$ cat src/rtl/fetch_unit.sv
// Instruction fetch stage of the DAPA2014 core: holds the PC, fetches one 16-bit code word
// per request over a req/ack handshake, honours mid-fetch redirects and flags fetch timeouts.
module fetch_unit #(
    parameter int            AW       = 16,
    parameter logic [AW-1:0] RESET_PC = '0,
    parameter int            WAIT_MAX = 8
) (
    input  logic          clk,
    input  logic          reset,
    input  logic          next,
    input  logic          branch,
    input  logic [AW-1:0] branch_addr,
    output logic          mem_req,
    output logic [AW-1:0] mem_addr,
    input  logic          mem_ack,
    input  logic [15:0]   mem_data,
    output logic          ir_w,
    output logic [15:0]   ir_data,
    output logic [AW-1:0] pc,
    output logic          busy,
    output logic          fault
);

    // The wait counter only ever holds 0 .. WAIT_MAX-1.
    localparam int            CW        = (WAIT_MAX > 1) ? $clog2(WAIT_MAX) : 1;
    localparam logic [CW-1:0] WAIT_LAST = CW'(WAIT_MAX - 1);

    typedef enum logic [1:0] {
        IDLE = 2'd0,
        REQ  = 2'd1,
        GAP  = 2'd2
    } state_t;

    state_t        state;
    state_t        state_nxt;

    logic          pending;
    logic [AW-1:0] target;
    logic [CW-1:0] wait_cnt;

    logic          fetch_start;
    logic          ack_take;
    logic          redirect;
    logic [AW-1:0] redirect_addr;
    logic          timeout;

    // A branch arriving together with the ack still counts as a redirect, and wins over
    // any target latched earlier in the same fetch.
    always_comb begin
        fetch_start   = (state == IDLE) && next && !fault;
        ack_take      = (state == REQ) && mem_ack;
        redirect      = pending || branch;
        redirect_addr = branch ? branch_addr : target;
        timeout       = (state == REQ) && !mem_ack && (wait_cnt == WAIT_LAST);
    end

    // NOTE: clocked state uses non-blocking assignments so every register samples
    // pre-edge values regardless of process ordering.
    always_ff @(posedge clk) begin
        if (reset) begin
            state <= IDLE;
        end else begin
            state <= state_nxt;
        end
    end

    // NOTE: default assignment first, so no path through the case leaves state_nxt
    // unassigned and no latch is inferred.
    always_comb begin
        state_nxt = state;
        case (state)
            IDLE: begin
                if (fetch_start) begin
                    state_nxt = REQ;
                end
            end
            REQ: begin
                if (ack_take) begin
                    state_nxt = redirect ? GAP : IDLE;
                end else if (timeout) begin
                    state_nxt = IDLE;
                end
            end
            GAP: begin
                state_nxt = REQ;
            end
            default: begin
                state_nxt = IDLE;
            end
        endcase
    end

    always_comb begin
        busy = (state != IDLE);
    end

    // Datapath registers; mem_addr is only written while mem_req is low or on the
    // edge that raises it, so it is stable for the whole request.
    always_ff @(posedge clk) begin
        if (reset) begin
            pc       <= RESET_PC;
            mem_addr <= RESET_PC;
            mem_req  <= 1'b0;
            ir_w     <= 1'b0;
            ir_data  <= '0;
            fault    <= 1'b0;
            pending  <= 1'b0;
            target   <= '0;
            wait_cnt <= '0;
        end else begin
            ir_w <= 1'b0;
            case (state)
                IDLE: begin
                    if (fetch_start) begin
                        mem_addr <= branch ? branch_addr : pc;
                        mem_req  <= 1'b1;
                        wait_cnt <= '0;
                    end else if (branch) begin
                        pc <= branch_addr;
                    end
                end
                REQ: begin
                    if (ack_take) begin
                        mem_req <= 1'b0;
                        pending <= 1'b0;
                        if (redirect) begin
                            mem_addr <= redirect_addr;
                        end else begin
                            ir_data <= mem_data;
                            ir_w    <= 1'b1;
                            pc      <= mem_addr + AW'(1);
                        end
                    end else if (timeout) begin
                        fault   <= 1'b1;
                        mem_req <= 1'b0;
                        pending <= 1'b0;
                    end else begin
                        wait_cnt <= wait_cnt + CW'(1);
                        if (branch) begin
                            pending <= 1'b1;
                            target  <= branch_addr;
                        end
                    end
                end
                GAP: begin
                    mem_req  <= 1'b1;
                    wait_cnt <= '0;
                end
                default: begin
                end
            endcase
        end
    end

endmodule

$ cat config.mk
export PLATFORM = sky130hd
export DESIGN_NAME = fetch_unit
export DESIGN_NICKNAME = d
export VERILOG_FILES = /design/src/rtl/fetch_unit.sv
export SDC_FILE = /design/constraint.sdc
export NUM_CORES = 1
export LEC_CHECK = 0
export ABC_AREA = 1
export CORE_UTILIZATION = 38
export CTS_CLUSTER_SIZE = 24
export DETAILED_ROUTE_END_ITERATION = 12
export PLACE_DENSITY = 0.66
export SLEW_MARGIN = 30
export SYNTH_ARGS = -nofsm -noshare
export SYNTH_HDL_FRONTEND = slang
export SYNTH_SLANG_ARGS = --single-unit
$ cat constraint.sdc
create_clock -name clk -period 1.8 [get_ports clk]
set_clock_uncertainty 0.1 [all_clocks]
set_input_delay 0.18 -clock clk [delete_from_list [all_inputs] [get_ports clk]]
set_output_delay 0.18 -clock clk [all_outputs]
set_load 0.02 [all_outputs]
[Yosys cells after proc, flatten, opt, wreduce, memory -nomap -nowiden]
Index checks and enable logic that the tools add are counted.
W data, S select, Z words.
Word-level totals
  input port bits: 37
  register bits: 73
  output and inout bits: 52
Operators by class
  mux-type cells: 27
  equality and inequality tests: 11
  $add $sub $neg: 2
  bitwise operators: 4
  reduce and logical (&&, ||, !) cells: 23
Operators by type and width (count)
  $mux W16: 8
  $pmux W16 S2: 2
  $add A16 B1 Y16 const B: 1
  $ne A2 B2 Y1 const B: 7
  $reduce_and A3 Y1: 4
  $reduce_and A4 Y1: 3
  $mux W3: 3
  $pmux W3 S3: 1
  $mux W2: 4
  $mux W1: 7
  $pmux W2 S3: 1
  $reduce_bool A3 Y1: 2
  $logic_and A1 B1 Y1: 5
  $not A1 Y1: 4
  $reduce_and A2 Y1: 2
  $reduce_bool A2 Y1: 2
  $add A3 B1 Y3 const B: 1
  $eq A3 B3 Y1 const B: 1
  $ne A3 B3 Y1 const B: 1
  $pmux W1 S3: 1
  $reduce_or A3 Y1: 1
  $eq A2 B1 Y1 const B: 1
  $eq A2 B2 Y1 const B: 1
  $logic_not A1 Y1: 2
  other kinds (2): 2

[Logic depth before layout (Yosys ltp)]
Gate-level depths: netlist of run 1.
  depth after elaboration: 6
  mapped depth: 9
  depth with buffers taken out: 8

[Worst setup path after synthesis of run 1]
Ideal clock, no wire load.
  kind: register to register
  from: register mem_addr[1]
  to: register pc[8]
  data required time: 1630 ps
  arrival: 1382 ps
  buffers on the path: 0
  path slack: 248 ps
  setup time: 70 ps
  clock period less this slack: 1552 ps
  cell stages (with the launch flop): 8
  cell sequence: dfxtp_1 > ha_1 > nand3_2 > nor2_4 > inv_1 > o21ai_0 > nand3_1 > a21oi_1
On the way
  cells in the longest elaborated chain, start to end: 4
Ends and longest elaborated chain
  start, declared: RTL line 14  | output logic [AW-1:0] mem_addr,
  start signal, assigned: RTL line 115  | mem_addr <= branch ? branch_addr : pc;
  start signal, assigned: RTL line 127  | mem_addr <= redirect_addr;
  $add A16 B1 Y16: RTL line 131  | pc <= mem_addr + AW'(1);
  $mux W16: RTL line 126  | if (redirect) begin
  $mux W16: RTL line 123  | if (ack_take) begin
  $pmux W16 S2: RTL line 112  | case (state)
  end signal, assigned: RTL line 119  | pc <= branch_addr;
  end signal, assigned: RTL line 131
  end, declared: RTL line 19  | output logic [AW-1:0] pc,
Every way passes these cells. The select of a mux whose other input is x is not followed.
A chain may end at the register's enable or synchronous reset.

[Worst setup path in the final report of run 1]
  from: register state[0]
  to: output busy
On the way
  cells in the longest elaborated chain, start to end: 1
Ends and longest elaborated chain
  start, declared: RTL line 34  | state_t state;
  start signal, assigned: RTL line 63  | state <= state_nxt;
  $reduce_bool A2 Y1: RTL line 94  | busy = (state != IDLE);
  end, declared: RTL line 20  | output logic busy,
Every way passes these cells.

==> flow_summary.ini, run 1 <==
[outcome]
status = complete, no violations

[clock_network]
h-tree-depth = 3
cts-root-buf = clkbuf_8
cts_num_sinks = 73
cts_hold_buf = 0
clk_path_buf_depth = 2
cts_tree = yes
clk_pin_slew_ps = 70
post-cts-setup-buffers = 0
clkLatencyLatePin_ps = 350
numCtsBuffers = 9

[sta]
rsz0062_at_grt = no
worst_slew_pin_slew_ps = 276
drv_slew = 0
setup_violations = 0
whs_ps = 355
finalCritPeriodShare_pct = 97.1
timing.fmax_ghz = 0.572
hold_viol = 0
fin_crit_ps = 1750
slew_headroom_pct = 81.4

[setup_path]
crit_chain = nor2_1 > inv_1 > clkdlybuf4s50_1
slowest_stage = clkdlybuf4s50_1
cp-start-kind = flop
crit_arrival_ps = 1470
regToRegSetupSlack_ps = 140
cp_data_required_time_ps = 1520
path_class = flop to output port
critical_path.top_delay_family = buffers and inverters
crit_buf_inv = 2
crit_path_max_fanout = 3
cp_slowest_stage_delay_ps = 540
end_kind = output port

[power]
total_power_w = 0.00474
intPower_w = 0.00316
p_comb_share_pct = 31.3
seqPwrFrac_pct = 41.6
p_per_area_mw_per_mm2 = 952
power_frac_clock_pct = 27.1
leakagePower_nw = 2.01
ir_drop_v = 0.000377
netSwitchingPower_w = 0.00158
swShare_pct = 33.4

[flow_run]
cap_violations = 0

[synthesis]
yosysWarningCount = 0
syn_avg_cell_area_sq_um = 6.98
synth_nets = 555
async_reset_ff_share_pct = 0
ys_seq_elements = 73
synthCells = 515
netlist_area_sq_mm = 0.00359
synthDistinctLibCells = 30
ys.flop_type = dfxtp_1
synth_edf_count = 0
ys_seq_area_share_pct = 40.7

[route]
detailroute.wirelength.met3_um = 508
wl_met2_um = 4380
wl_per_cell_um = 13.6
drtAntennaViolNets = 0
vias_per_cell = 4.92
firstDrtPassIters = 4
dr_total_vias = 3652
wl_um = 10100
drt_iter0_markers = 212
drcViolationCount = 0
wl_met1_um = 5140
highest_layer = met4

[finish]
fin_nets = 666
area_growth_pct = 38.7
final_layout_size_suffix_gt1_share_pct = 11.3
diodes = 0
fill_cells = 891

[global_route]
grt_pass1_vias = 3257
antenna_found_initial = 0
overflow = 0
grt_pass1_wl_um = 16100
grt_max_degree = 66
track_usage_pct = 20.4

[hold_path]
min_path_type = input pin to flop

[place]
io_buffers = 88
hpwlAfterDp_um = 7430
routabilityCongestion = 0.885

[floorplanning]
die_w_um = 99.2
die_area_sq_mm = 0.00985
ios = 89
rows = 35
core_area_sq_mm = 0.00920
start_util_pct = 39.1
die_h_um = 99.2
[power groups by stage]
stage	Combinational, W	Sequential [W]	Clock [W]
2_1_floorplan	0.000665	0.00214	0
3_3_place_gp	0.00145	0.00200	0
3_5_place_dp	0.00147	0.00201	0
4_1_cts	0.00148	0.00197	0.00130
5_1_grt	0.00162	0.00200	0.00138
6_report	0.00148	0.00197	0.00129
[kinds of logic after synthesis]
kind of cell / synth area share [%]
AND/OR/NAND/NOR: 28.1
flip-flops: 40.7
adder cells (fa/ha/maj): 1.05
XOR/XNOR: 0.732
buffers and inverters: 8.74
AO/OA/AOI/OAI: 20.7
[metrics by stage]
stage                     utilization, %  cells  setup slack [ps]  TNS [ps]  cell area (sq um)
after global routing                54.2    742              4.14         0               4980
after detailed placement            52.1    726              -115      -325               4790
after CTS                           54.1    742              43.5         0               4980
final                               54.2    742              52.8         0               4980
after floorplan                        -    515               248         0               3590
after global placement              52.1    726             -74.6      -154               4790
[Yosys cell counts, types with 4 or more instances]
cell / count / share of area (%)
inv_2: 5 / 0.52
nor2_1: 54 / 5.6
buf_6: 6 / 1.9
or2_0: 4 / 0.70
nand4_1: 4 / 0.70
buf_4: 7 / 1.5
clkbuf_1: 7 / 0.73
and2_1: 16 / 2.8
dfxtp_1: 73 / 41
a31oi_1: 12 / 2.1
inv_1: 26 / 2.7
nand3_1: 13 / 1.8
o21ai_1: 13 / 1.8
o21ai_0: 69 / 9.6
buf_2: 9 / 1.3
nand2_1: 129 / 13
a21oi_1: 48 / 6.7
[layout by cell type (no fill, tap or decap), types with 16 or more instances in the layout]
cell type and n:
dfxtp_1 73, and2_1 16, nand2_1 129, inv_1 26
buf_4 35, o21ai_0 69, clkdlybuf4s50_1 88, a21oi_1 48
nor2_1 54
[path summary, 6_finish.rpt]
kind                                 start                 endpoint  cells after the start
setup / recovery     state[0]$_SDFFE_PP0P_                     busy                      3
hold / removal                 mem_data[7]  ir_data[7]$_SDFFE_PP0P_                      3
setup reg to reg  wait_cnt[0]$_SDFFE_PP0P_   target[5]$_SDFFE_PP0P_                      6
hold reg to reg       mem_req$_SDFFE_PP0P_     mem_req$_SDFFE_PP0P_                      2
[metal layers]
| layer | up-vias | track usage (%) |
|---|---|---|
| li1 | 1912 | - |
| met1 | 1642 | 29.9 |
| met2 | 90 | 30.2 |
| met3 | 8 | 4.15 |
| met4 | 0 | 5.43 |
| met5 | - | 0 |
[sequential cells by signal, summed over array words and instances (netlist names)]
signal	cells
pending	1
state	2
fault	1
ir_data	16
mem_addr	16
pc	16
mem_req	1
target	16
ir_w	1
wait_cnt	3
[worst register-to-register path, stage by stage, from the launching register on]
cell and delay, ps:
dfxtp_1 320, ha_1 200, ha_1 230, nor3_4 280, buf_4 230, o21ai_0 100, a21oi_1 130
[area by class of cell]
type / instances / area (sq um) / area share, %
Multi-Input combinational cell: 381 / 1820 / 36.5
Sequential cell: 73 / 1460 / 29.3
Timing Repair Buffer: 129 / 1250 / 25.2
Clock buffer: 13 / 149 / 2.99
Tap cell: 111 / 139 / 2.79
Inverter: 32 / 123 / 2.46
Clock inverter: 3 / 40.0 / 0.803
[timing repair]
| action | CTS | global route |
|---|---|---|
| endpoints found under the hold margin | 0 | 0 |
| resized for setup | 0 | 1 |
| setup endpoints to repair | 0 | 4 |
Note: power is estimated with default switching activity, not from simulation.
==> run 2: changes to the inputs <==
--- a/config.mk
+++ b/config.mk
@@ -5,7 +5,6 @@
 export SDC_FILE = /design/constraint.sdc
 export NUM_CORES = 1
 export LEC_CHECK = 0
-export ABC_AREA = 1
 export CORE_UTILIZATION = 38
 export CTS_CLUSTER_SIZE = 24
 export DETAILED_ROUTE_END_ITERATION = 12
==> flow_summary.ini, run 2 <==
[setup_path]
cp_data_required_time_ps = 1520
crit_path_max_fanout = 4
crit_arrival_ps = 1460
r2r.worst_path.cells = 5
path_class = flop to output port
r2r_start = state[0]$_SDFFE_PP0P_
end_kind = output port
cp-start-kind = flop
regToRegEndpoint = pc[11]$_SDFFE_PP0P_
regToRegSetupSlack_ps = 90

[global_route]
antenna_found_initial = 0
grt_util_met3_pct = 3.69
met1_usage_pct = 26.7
overflow = 0
track_usage_pct = 20.1
top_usage_layer = met2
grt_max_degree = 62
met2_usage_pct = 32.7
grt_pass1_wl_um = 15300
grt_pass1_vias = 3118

[hold_path]
min_from = reset
whs_path_depth = 2
holdPathEnd = mem_addr[3]$_SDFFE_PP0P_
min_path_type = input pin to flop

[clock_network]
clk_path_buf_depth = 2
numCtsBuffers = 9
h-tree-depth = 3
clkLatencyLatePin_ps = 350
cts_num_sinks = 73
cts-root-buf = clkbuf_8
clk_pin_slew_ps = 80
cts_tree = yes

[synthesis]
netlist.area_leader.share_pct = 41.4
netlist_area_sq_mm = 0.00353
yosysWarningCount = 0
ys_seq_elements = 73
synth_area_leader_cell = dfxtp_1
async_reset_ff_share_pct = 0
synth_nets = 476
ys.flop_type = dfxtp_1
synth_area_leaders = dfxtp_1, nand2_1, mux2i_1
synth_common_cells = nand2_1, dfxtp_1, a21oi_1, mux2i_1, nor2_1
synthDistinctLibCells = 49
syn_avg_cell_area_sq_um = 8.10
synthCells = 436
yosysMostFrequentCell = nand2_1
synth_edf_count = 0
ys_seq_area_share_pct = 41.4

[route]
dr_total_vias = 3437
vias_per_cell = 5.17
wl_um = 9640
drcViolationCount = 6
drt_iter0_markers = 167
wl_per_cell_um = 14.5
firstDrtPassIters = 10
drtAntennaViolNets = 0

[finish]
final_layout_size_suffix_gt1_share_pct = 14.9
post-route-util_pct = 57.4
area_growth_pct = 43.9
final_cells = 665
final_common_cell = nand2_1
mostFrequentLayoutCells = nand2_1, clkdlybuf4s50_1, dfxtp_1
diodes = 0
fin_nets = 592

[sta]
whs_ps = 58.0
hold_viol = 0
worst_slew_pin_slew_ps = 468
rsz0062_at_grt = yes
drv_slew = 0
timing.fmax_ghz = 0.574
setup_violations = 0
slew_headroom_pct = 68.8
fin_crit_ps = 1740
finalCritPeriodShare_pct = 96.7

[floorplanning]
core_area_sq_mm = 0.00885
rows = 34
die_h_um = 98.4
ios = 89
start_util_pct = 39.9
die_area_sq_mm = 0.00968
die_w_um = 98.4

[place]
routabilityCongestion = 0.815
dp.cells = 649
hpwlAfterDp_um = 6830
io_buffers = 88

[flow_run]
cap_violations = 0

[power]
p_per_area_mw_per_mm2 = 824
leakagePower_nw = 2.01
ir_drop_v = 0.000403

[outcome]
status = finished, violations left
violations = design-rule violations
run 2: cell types whose count changed after synthesis, moves of 8 or more:
cell,before,now
nand2_1,129,92
nand2b_1,0,13
clkbuf_1,7,15
nor2_1,54,28
o21ai_0,69,19
inv_1,26,4
and2_1,16,0
o21ai_1,13,0
a21oi_1,48,56
mux2i_1,0,30
run 2: critical path: stages, from the launching register on:
cell,delay [ps]
dfxtp_1,360
buf_4,150
clkdlybuf4s50_1,600
run 2: cells by family after synthesis:
logic type,Yosys count,share of synthesized area [%]
compound gates,103,17.4
xor+xnor,12,2.98
fa+ha+maj,3,1.06
buf+inv,34,4.71
flops,73,41.4
mux,30,8.50
simple gates,181,24.0
run 2: worst max path at each step:
| stage | from | to | slack (ps) |
|---|---|---|---|
| after detailed placement | branch | pc[2]$_SDFFE_PP0P_ | -170 |
| after global placement | next | pc[4]$_SDFFE_PP0P_ | -160 |
| after global routing | state[0]$_SDFFE_PP0P_ | pc[11]$_SDFFE_PP0P_ | -30 |
| final | mem_addr[1]$_SDFFE_PP0P_ | mem_addr[1] | 60 |
| after CTS | mem_addr[0]$_SDFFE_PP0P_ | mem_addr[0] | 10 |
| after floorplan | wait_cnt[0]$_SDFFE_PP0P_ | target[15]$_SDFFE_PP0P_ | 40 |
run 2: power by group:
part	switching (W)	leakage [nW]	internal, W	total [W]
logic	0.000416	1.29	0.000413	0.000829
clock network	0.000674	0.124	0.000935	0.00161
registers	0.0000634	0.594	0.00169	0.00175
run 2: cell type report:
cell class	instances	area [sq um]
tap	108	135
sequential	73	1460
fill	819	3770
clock buffer	9	124
clock inverter	7	125
timing repair buffer	135	1300
inverter	4	15.0
multi-input combinational	329	1920
run 2: metal layers:
layer,wire (um),vias up
li1,-,1742
met1,4420,1601
met2,4650,85
met3,441,9
met4,126,0
met5,0,-
run 2: timing repair:
item | CTS | global route
buffers inserted | 0 | 0
hold buffers | 0 | 0
endpoints found under the setup margin | 1 | 30
gates resized for setup | 1 | 11
run 2: through the flow:
step	setup WS, ps	cell area [sq um]	setup TNS, ps	power [W]
after floorplan	36.3	3530	0	0.00221
after global placement	-164	4810	-3510	0.00260
after detailed placement	-171	4810	-4160	0.00262
after CTS	15.0	5050	0	0.00421
after global routing	-32.4	5080	-74.1	0.00437
final	58.8	5080	0	0.00419
==> run 3: changes to the inputs <==
--- a/config.mk
+++ b/config.mk
@@ -5,11 +5,13 @@
 export SDC_FILE = /design/constraint.sdc
 export NUM_CORES = 1
 export LEC_CHECK = 0
+export CORE_MARGIN = 3
 export CORE_UTILIZATION = 38
 export CTS_CLUSTER_SIZE = 24
 export DETAILED_ROUTE_END_ITERATION = 12
-export PLACE_DENSITY = 0.66
-export SLEW_MARGIN = 30
+export DONT_BUFFER_PORTS = 1
+export PLACE_DENSITY = 0.54
+export SLEW_MARGIN = 20
 export SYNTH_ARGS = -nofsm -noshare
 export SYNTH_HDL_FRONTEND = slang
 export SYNTH_SLANG_ARGS = --single-unit
==> flow_summary.ini, run 3 (synthesized netlist as in run 2, its figures left out) <==
[place]
place_area_sq_mm = 0.00385
io_buffers = 0
hpwlAfterDp_um = 6800
routabilityCongestion = 0.877
dp.cells = 551
dp_slack_ps = 68.3

[finish]
final_layout_size_suffix_gt1_share_pct = 14.6
area_growth_pct = 26.1
fin_nets = 529
diodes = 0
final_cells = 602
fin_area_sq_mm = 0.00446
final_common_cell = nand2_1
mostFrequentLayoutCells = nand2_1, dfxtp_1, a21oi_1

[floorplanning]
die_area_sq_mm = 0.0105
rows = 34
die_h_um = 102
die_w_um = 102
start_util_pct = 39.7
core_area_sq_mm = 0.00889
ios = 89

[setup_path]
cp_data_required_time_ps = 1930
regToRegSetupSlack_ps = 110
crit_path_max_fanout = 6
end_kind = flop
r2r.worst_path.cells = 7
cp-start-kind = flop
crit_arrival_ps = 1820
path_class = flop to flop
regToRegEndpoint = pc[10]$_SDFFE_PP0P_
r2r_start = state[0]$_SDFFE_PP0P_

[clock_network]
h-tree-depth = 3
numCtsBuffers = 9
clkLatencyLatePin_ps = 350
clk_pin_slew_ps = 80
post-cts-setup-buffers = 0
cts_num_sinks = 73
cts-root-buf = clkbuf_8
cts_tree = yes
clk_path_buf_depth = 2

[hold_path]
whs_path_depth = 4
holdPathEnd = mem_addr[15]$_SDFFE_PP0P_
min_from = branch_addr[15]
min_path_type = input pin to flop

[global_route]
grt_max_degree = 70
grt_pass1_wl_um = 16100
grt_pass1_vias = 3113
overflow = 0
antenna_found_initial = 0
track_usage_pct = 20.0

[route]
wl_um = 10200
vias_per_cell = 5.42
dr_total_vias = 3264
drcViolationCount = 0
drt_iter0_markers = 196
firstDrtPassIters = 4
wl_per_cell_um = 16.9
drtAntennaViolNets = 0

[sta]
drv_slew = 0
worst_slew_pin_slew_ps = 362
fin_crit_ps = 1690
setup_violations = 0
finalCritPeriodShare_pct = 93.7
hold_viol = 0
timing.fmax_ghz = 0.593
worst_slack_ps = 114
slew_headroom_pct = 75.7

[outcome]
status = complete, no violations

[power]
leakagePower_nw = 1.74
ir_drop_v = 0.000331
total_power_w = 0.00375
p_per_area_mw_per_mm2 = 842

[flow_run]
cap_violations = 0
==> run 3: cell count changes in the layout (fill, tap and decap cells not counted), moves of 3 or more <==
| cell | delta |
|---|---|
| buf_4 | -6 |
| clkdlybuf4s50_1 | -84 |
| dlygate4sd3_1 | +34 |
| buf_6 | -3 |
==> run 3: stage by stage <==
| step | setup TNS [ps] | util [%] | hold slack (ps) |
|---|---|---|---|
| CTS | 0 | 49.7 | 1.57 |
| global route | -5.80 | 50.1 | 19.4 |
| finish | 0 | 50.1 | 31.9 |
| global placement | 0 | 43.3 | 153 |
| floorplan | 0 | - | 216 |
| detailed placement | 0 | 43.3 | 151 |
==> run 3: worst max-delay path: stages (launching register included) <==
cell and delay [ps]:
dfxtp_1 450, buf_4 180, nand3b_4 100, o32ai_2 140, buf_4 200, o21ai_0 140, a32oi_1 180, o2bb2ai_1 90
==> run 3: final cells by class <==
cell class	instances	area, sq um
multi-input cells	329	1940
flip-flops and latches	73	1460
clock buffers	12	155
well taps	108	135
clock inverters	4	51.3
fillers	861	4440
repair buffers	72	696
inverters	4	15.0
==> run 3: how the worst max path moves through the flow <==
| stage | startpoint | endpoint | slack [ps] | cells after the start |
|---|---|---|---|---|
| 2_1_floorplan | wait_cnt[0]$_SDFFE_PP0P_ | target[15]$_SDFFE_PP0P_ | 40 | 8 |
| 3_3_place_gp | wait_cnt[0]$_SDFFE_PP0P_ | target[9]$_SDFFE_PP0P_ | 120 | 7 |
| 3_5_place_dp | wait_cnt[0]$_SDFFE_PP0P_ | target[5]$_SDFFE_PP0P_ | 70 | 7 |
| 4_1_cts | wait_cnt[0]$_SDFFE_PP0P_ | target[8]$_SDFFE_PP0P_ | 40 | 7 |
| 5_1_grt | mem_addr[2]$_SDFFE_PP0P_ | pc[15]$_SDFFE_PP0P_ | -4 | 5 |
| 6_report | state[0]$_SDFFE_PP0P_ | pc[10]$_SDFFE_PP0P_ | 110 | 7 |
==> run 3: repair_timing <==
| item | 4_1_cts | 5_1_grt |
|---|---|---|
| endpoints found under the hold margin | 70 | 0 |
| resized for setup | 0 | 7 |
| hold buffers | 35 | 0 |
| endpoints found under the setup margin | 0 | 23 |
==> run 3: per-layer routing <==
layer	vias up	global-route usage, %	wire length (um)
met5	-	0	0
met2	88	32.0	4860
met1	1540	26.2	4540
met3	8	6.76	708
li1	1628	-	-
met4	0	4.64	99
==> run 3: power by group <==
group,switching [W],total [W],internal (W)
clock,0.000610,0.00133,0.000717
sequential,0.000111,0.00180,0.00169
combinational,0.000336,0.000626,0.000289
